## src/rtl/t01_audio_pkg.sv

```systemverilog
// Shared types, default timing constants and width helpers for the game audio output stage.
package t01_audio_pkg;

    typedef enum logic [1:0] {
        SFX_NONE,
        SFX_CLEAR,
        SFX_DROP,
        SFX_ROTATE
    } sfx_t;

    typedef enum logic {
        IDLE,
        PLAY
    } state_t;

    localparam int DEF_TICK_DIV    = 25000;
    localparam int DEF_CLEAR_HALF  = 14204;
    localparam int DEF_DROP_HALF   = 56818;
    localparam int DEF_ROTATE_HALF = 28409;
    localparam int DEF_CLEAR_MS    = 240;
    localparam int DEF_DROP_MS     = 60;
    localparam int DEF_ROTATE_MS   = 30;
    localparam int DEF_PWM_BITS    = 4;

    // bits needed to hold the values 0..max_val
    function automatic int cnt_w(input int max_val);
        return (max_val < 2) ? 1 : $clog2(max_val + 1);
    endfunction

    function automatic int max3(input int a, input int b, input int c);
        int m;
        m = (a > b) ? a : b;
        return (m > c) ? m : c;
    endfunction

endpackage

```

## src/rtl/t01_pwm_dac.sv

```systemverilog
// 1-bit PWM DAC: free-running duty counter compared against volume, gated by mute, registered.
module t01_pwm_dac
    import t01_audio_pkg::*;
#(
    parameter int PWM_BITS = DEF_PWM_BITS
) (
    input  logic                clk,
    input  logic                rst,
    input  logic                src,
    input  logic [PWM_BITS-1:0] volume,
    input  logic                mute,
    output logic                audio_pwm
);

    logic [PWM_BITS-1:0] pwm_cnt_q;
    logic                audio_q;

    always_ff @(posedge clk or posedge rst) begin
        if (rst) begin
            pwm_cnt_q <= '0;
            audio_q   <= 1'b0;
        end else begin
            pwm_cnt_q <= pwm_cnt_q + PWM_BITS'(1);
            audio_q   <= src & (pwm_cnt_q < volume) & ~mute;
        end
    end

    assign audio_pwm = audio_q;

endmodule

```

## src/rtl/t01_sfx_mixer.sv

```systemverilog
// Sound-effect sequencer: latches game events, plays prioritised effect tones that fully
// duck the incoming music, and feeds the selected source to the PWM output stage.
module t01_sfx_mixer
    import t01_audio_pkg::*;
#(
    parameter int TICK_DIV    = DEF_TICK_DIV,
    parameter int CLEAR_HALF  = DEF_CLEAR_HALF,
    parameter int DROP_HALF   = DEF_DROP_HALF,
    parameter int ROTATE_HALF = DEF_ROTATE_HALF,
    parameter int CLEAR_MS    = DEF_CLEAR_MS,
    parameter int DROP_MS     = DEF_DROP_MS,
    parameter int ROTATE_MS   = DEF_ROTATE_MS,
    parameter int PWM_BITS    = DEF_PWM_BITS
) (
    input  logic                clk,
    input  logic                rst,
    input  logic                music_in,
    input  logic                sfx_clear,
    input  logic                sfx_drop,
    input  logic                sfx_rotate,
    input  logic                mute,
    input  logic [PWM_BITS-1:0] volume,
    output logic                audio_pwm,
    output logic                sfx_busy
);

    localparam int TONE_W = cnt_w(max3(CLEAR_HALF, DROP_HALF, ROTATE_HALF) - 1);
    localparam int TICK_W = cnt_w(TICK_DIV - 1);
    localparam int DUR_W  = cnt_w(max3(CLEAR_MS, DROP_MS, ROTATE_MS));

    state_t              state_q, state_d;
    sfx_t                sfx_q, sfx_d;
    logic [2:0]          pend_q, pend_d;
    logic [TONE_W-1:0]   tone_cnt_q, tone_cnt_d;
    logic [TICK_W-1:0]   tick_cnt_q, tick_cnt_d;
    logic [DUR_W-1:0]    dur_q, dur_d;
    logic                tone_q, tone_d;

    logic [2:0]          evt;
    sfx_t                cur_sfx, cand_sfx, load_sfx;
    logic                retrig, tick, src;
    logic [TONE_W-1:0]   half_m1;

    function automatic logic [2:0] sfx_bit(input sfx_t k);
        case (k)
            SFX_CLEAR:  return 3'b001;
            SFX_DROP:   return 3'b010;
            SFX_ROTATE: return 3'b100;
            default:    return 3'b000;
        endcase
    endfunction

    // pending events allowed to start on top of effect k (none playing -> any)
    function automatic logic [2:0] above_mask(input sfx_t k);
        case (k)
            SFX_CLEAR:  return 3'b000;
            SFX_DROP:   return 3'b001;
            SFX_ROTATE: return 3'b011;
            default:    return 3'b111;
        endcase
    endfunction

    function automatic sfx_t pick(input logic [2:0] m);
        if (m[0]) return SFX_CLEAR;
        if (m[1]) return SFX_DROP;
        if (m[2]) return SFX_ROTATE;
        return SFX_NONE;
    endfunction

    function automatic logic [DUR_W-1:0] dur_of(input sfx_t k);
        case (k)
            SFX_CLEAR:  return DUR_W'(CLEAR_MS);
            SFX_DROP:   return DUR_W'(DROP_MS);
            SFX_ROTATE: return DUR_W'(ROTATE_MS);
            default:    return '0;
        endcase
    endfunction

    // clear jumps an octave up for the second half of its envelope
    function automatic logic [TONE_W-1:0] half_m1_of(input sfx_t k, input logic [DUR_W-1:0] d);
        case (k)
            SFX_CLEAR:  return (d <= DUR_W'(CLEAR_MS / 2)) ? TONE_W'(CLEAR_HALF / 2 - 1)
                                                         : TONE_W'(CLEAR_HALF - 1);
            SFX_DROP:   return TONE_W'(DROP_HALF - 1);
            SFX_ROTATE: return TONE_W'(ROTATE_HALF - 1);
            default:    return '0;
        endcase
    endfunction

    assign evt      = {sfx_rotate, sfx_drop, sfx_clear};
    assign cur_sfx  = (state_q == PLAY) ? sfx_q : SFX_NONE;
    assign cand_sfx = pick(pend_q & above_mask(cur_sfx));
    assign retrig   = (state_q == PLAY) && |(evt & sfx_bit(sfx_q));
    assign load_sfx = (cand_sfx != SFX_NONE) ? cand_sfx : sfx_q;
    assign tick     = (tick_cnt_q == TICK_W'(TICK_DIV - 1));
    assign half_m1  = half_m1_of(sfx_q, dur_q);

    always_comb begin
        state_d    = state_q;
        sfx_d      = sfx_q;
        tone_cnt_d = tone_cnt_q;
        tick_cnt_d = tick_cnt_q;
        dur_d      = dur_q;
        tone_d     = tone_q;
        // a pulse for the effect already playing is a retrigger, never a pending request
        pend_d     = (pend_q & ~sfx_bit(cand_sfx)) | (evt & ~sfx_bit(cur_sfx));

        if (cand_sfx != SFX_NONE || retrig) begin
            state_d    = PLAY;
            sfx_d      = load_sfx;
            tone_cnt_d = '0;
            tick_cnt_d = '0;
            dur_d      = dur_of(load_sfx);
            tone_d     = 1'b1;
        end else if (state_q == PLAY) begin
            if (tone_cnt_q == half_m1) begin
                tone_cnt_d = '0;
                tone_d     = ~tone_q;
            end else begin
                tone_cnt_d = tone_cnt_q + TONE_W'(1);
            end
            if (tick) begin
                tick_cnt_d = '0;
                dur_d      = dur_q - DUR_W'(1);
                if (dur_q == DUR_W'(1)) begin
                    state_d = IDLE;
                end
                if (sfx_q == SFX_CLEAR && dur_q == DUR_W'(CLEAR_MS / 2 + 1)) begin
                    tone_cnt_d = '0;
                end
            end else begin
                tick_cnt_d = tick_cnt_q + TICK_W'(1);
            end
        end
    end

    always_ff @(posedge clk or posedge rst) begin
        if (rst) begin
            state_q    <= IDLE;
            sfx_q      <= SFX_NONE;
            pend_q     <= '0;
            tone_cnt_q <= '0;
            tick_cnt_q <= '0;
            dur_q      <= '0;
            tone_q     <= 1'b0;
        end else begin
            state_q    <= state_d;
            sfx_q      <= sfx_d;
            pend_q     <= pend_d;
            tone_cnt_q <= tone_cnt_d;
            tick_cnt_q <= tick_cnt_d;
            dur_q      <= dur_d;
            tone_q     <= tone_d;
        end
    end

    assign sfx_busy = (state_q == PLAY);
    assign src      = (state_q == PLAY) ? tone_q : music_in;

    t01_pwm_dac #(
        .PWM_BITS (PWM_BITS)
    ) u_pwm_dac (
        .clk       (clk),
        .rst       (rst),
        .src       (src),
        .volume    (volume),
        .mute      (mute),
        .audio_pwm (audio_pwm)
    );

endmodule

```

## config.mk

```make
export PLATFORM = sky130hd
export DESIGN_NAME = t01_sfx_mixer
export DESIGN_NICKNAME = d
export VERILOG_FILES = /design/src/rtl/t01_audio_pkg.sv /design/src/rtl/t01_pwm_dac.sv /design/src/rtl/t01_sfx_mixer.sv
export SDC_FILE = /design/constraint.sdc
export NUM_CORES = 1
export LEC_CHECK = 0
export CAP_MARGIN = 20
export CORE_ASPECT_RATIO = 0.75
export CORE_MARGIN = 3
export CORE_UTILIZATION = 42
export CTS_BUF_LIST = sky130_fd_sc_hd__clkbuf_4
export DETAILED_ROUTE_END_ITERATION = 10
export DONT_BUFFER_PORTS = 1
export HOLD_SLACK_MARGIN = 0.03
export PLACE_DENSITY = 0.57
export SLEW_MARGIN = 15
export SYNTH_ARGS = -nofsm -noshare
export SYNTH_HDL_FRONTEND = slang
export SYNTH_SLANG_ARGS = --single-unit
```

## constraint.sdc

```tcl
create_clock -name clk -period 2.78 [get_ports clk]
set_clock_uncertainty 0.1 [all_clocks]
set_input_delay 0.417 -clock clk [delete_from_list [all_inputs] [get_ports clk]]
set_output_delay 0.417 -clock clk [all_outputs]
set_load 0.02 [all_outputs]
```

==> metrics <==
worst path arrival time=2820 ps; Worst slew margin=between 50% and 60%; Syn Nets=approximately 400; Cell variety after synth=61; leading register cell type out of synthesis=dfrtp_1; sequential share of the synthesized area=between 30 and 40%; Starting Density=approximately 45%; GPL Wtd Cong=0.821; filler cell count=668; largest net degree at the start of global routing=28; LEAKAGE=0.00164 uW; CTS Buf Count=5; Post-layout nets=424; Synth top area share=between 30 and 40%; GRT Residual Overflow=0; asr flop ratio synth=100%; TritonCTS clock tree=yes; share of layout cells above drive strength 1=between 10% and 20%; Detail Route Antenna Nets=0; clk_lat worst skew=370 ps; GRT Resource Usage Total=approximately a fifth; drt first-iter violations=172; critical path type=flop to flop; Max IR drop VDD=approximately 0.4 mV; status=completed; Clock Path Buffers=2; most frequent cell after synthesis=dfrtp_1; Row Count=26; #FFs+latches synth=51; vias in the first global route=2689; Post-synth EDFFs=0; register area=1280 um^2; min cycle time layout=2650 ps; startpoint type of the worst setup path=flop; DR vias=2725; maxcap violations=0; drt wl/cell=between 15 and 20 um; CTS Root Cell=clkbuf_4; # IOs=13; top cells by count, synth=dfrtp_1, nand2_1, nor2_1; Initial DRT Pass Iterations=4; core area=7090 um^2; YS warnings=0; DRC=0; max-slew violations=0; footprint of the multi-input gates=approximately 1900 um^2; Critical Path RT=2950 ps; Final period util=95.3%; Ant. Diodes=0; CP Max Fanout=6; area of placed instances=3490 um^2; Die Span Y=~82 um; largest cells by area after synthesis=dfrtp_1, ha_1, nand2_1; final setup fails=0; die area=8740 um^2; initial antenna violation count=0; Hold/Removal Path Class=primary input to flop; Die W=107 um; Synth Instances=369; Fmax=between 0.3 and 0.4 GHz; first-pass GRT wire length=~13 mm; Setup TNS Final=0 ps; P per Cell Area=965 nW/um^2; via density per instance=5.53; H-tree levels=2; final-report hold violation count=0; Port Buf Inserts=0; CP endpoint kind=flop; clock-pin slew on the worst setup and hold paths=150 ps; clock sink count=51; Slew @ Worst Pin=600 ps; Final Cell Area=3710 um^2; HPWL Detailed=around 5.6 mm; cell taking the most area after synthesis=dfrtp_1; Post-Route WL=7.58 mm; Synth Area per Inst=8.70 um^2; Syn Std Cell Area=3210 um^2; area grow syn2layout=15.7%
-- flip-flops by register name, summed over array words and instances (netlist names) --
name,cells
dur_q,8
pend_q,3
sfx_busy,1
sfx_q,2
tick_cnt_q,15
tone_cnt_q,16
tone_q,1
u_pwm_dac.audio_pwm,1
u_pwm_dac.pwm_cnt_q,4
-- worst max-delay path: stages, from the launching register on --
cell     delay (ps)
dfrtp_2         490
inv_1           130
ha_4            220
or4_1           410
a22oi_2         200
nand4_1         120
a31o_1          240
o21ai_4         210
buf_6           140
nor2_1           40
a221o_1         250
-- layout make-up --
cell class	count	area share, %
inverter	17	1.72
multi-input combinational	286	51.4
sequential	51	34.4
tap	98	3.30
clock inverter	1	0.809
timing repair buffer	33	6.91
clock buffer	7	1.42
-- cells in the final DEF, fill, tap and decap left out, types with 3 or more instances in the layout --
| cell type | count |
|---|---|
| buf_4 | 30 |
| nand3_1 | 13 |
| clkbuf_4 | 7 |
| nand2b_1 | 3 |
| ha_1 | 15 |
| inv_1 | 16 |
| nor2b_1 | 3 |
| o21bai_1 | 3 |
| o21ai_0 | 28 |
| nor2_1 | 30 |
| or3_1 | 14 |
| xor2_1 | 5 |
| xnor2_1 | 3 |
| dfrtp_1 | 49 |
| o31ai_1 | 5 |
| and3_1 | 7 |
| nand2_1 | 47 |
| a21oi_1 | 12 |
| o21ai_1 | 11 |
| o2bb2ai_1 | 5 |
| a21o_1 | 5 |
| nand3b_1 | 3 |
| nor3_1 | 8 |
| nand4_1 | 8 |
-- final timing paths --
path | startpoint | cells past startpoint | slack, ps | to
setup / recovery | sfx_q[0]$_DFFE_PP0N_ | 10 | 130 | tone_cnt_q[10]$_DFFE_PP0P_
min in group asynchronous | rst | 2 | 450 | tick_cnt_q[9]$_DFFE_PP0P_
hold / removal | sfx_rotate | 2 | 70 | pend_q[2]$_DFF_PP0_
max in group asynchronous | rst | 3 | 1510 | sfx_q[0]$_DFFE_PP0N_
hold reg to reg | u_pwm_dac.pwm_cnt_q[3]$_DFF_PP0_ | 1 | 400 | u_pwm_dac.pwm_cnt_q[3]$_DFF_PP0_
setup reg to reg | sfx_q[0]$_DFFE_PP0N_ | 10 | 130 | tone_cnt_q[10]$_DFFE_PP0P_
-- power breakdown --
part           total, uW  switching, uW  internal (uW)
clock                451            240            211
combinational       2130           1170            959
sequential          1000            132            869
-- cell families (layout without fill, tap and decap cells) --
kind of cell             after synthesis  count (layout)  share of synthesized area, %
buffers and inverters                 32              58                          3.90
XOR/XNOR                               8               8                          2.18
adder cells (fa/ha/maj)               19              19                          7.41
AO/OA/AOI/OAI                         96              96                          20.0
flip-flops                            51              51                          39.8
multiplexers                           3               3                          1.01
AND/OR/NAND/NOR                      160             160                          25.7
-- stage by stage --
stage | util, % | power (uW) | hold slack, ps | std cells | setup slack [ps]
after detailed placement | 49.2 | 2920 | 313 | 481 | -99.4
after floorplan | - | 2310 | 334 | 369 | 3.49
after CTS | 51.0 | 3430 | 53.7 | 491 | 2.46
after global placement | 49.2 | 2890 | 305 | 481 | -52.8
after global routing | 52.3 | 3920 | 51.4 | 493 | -26.3
final | 52.3 | 3580 | 69.4 | 493 | 132
-- layer usage --
metal	vias to the layer above	GRT usage, %	wire (um)	part of all wire (%)
met5	-	0	0	0
met4	0	4.47	64	0.84
met3	9	3.06	369	4.9
met2	54	28.6	3180	42
met1	1284	28.9	3970	52
li1	1378	-	-	-
-- timing repair --
action,CTS,global route
hold buffers,2,0
buffers inserted,0,2
resized for setup,4,16
setup endpoints to repair,11,21
hold endpoints to repair,26,0
gates cloned,0,0
pin swaps,0,2
Power figures use the tool's default switching activity.
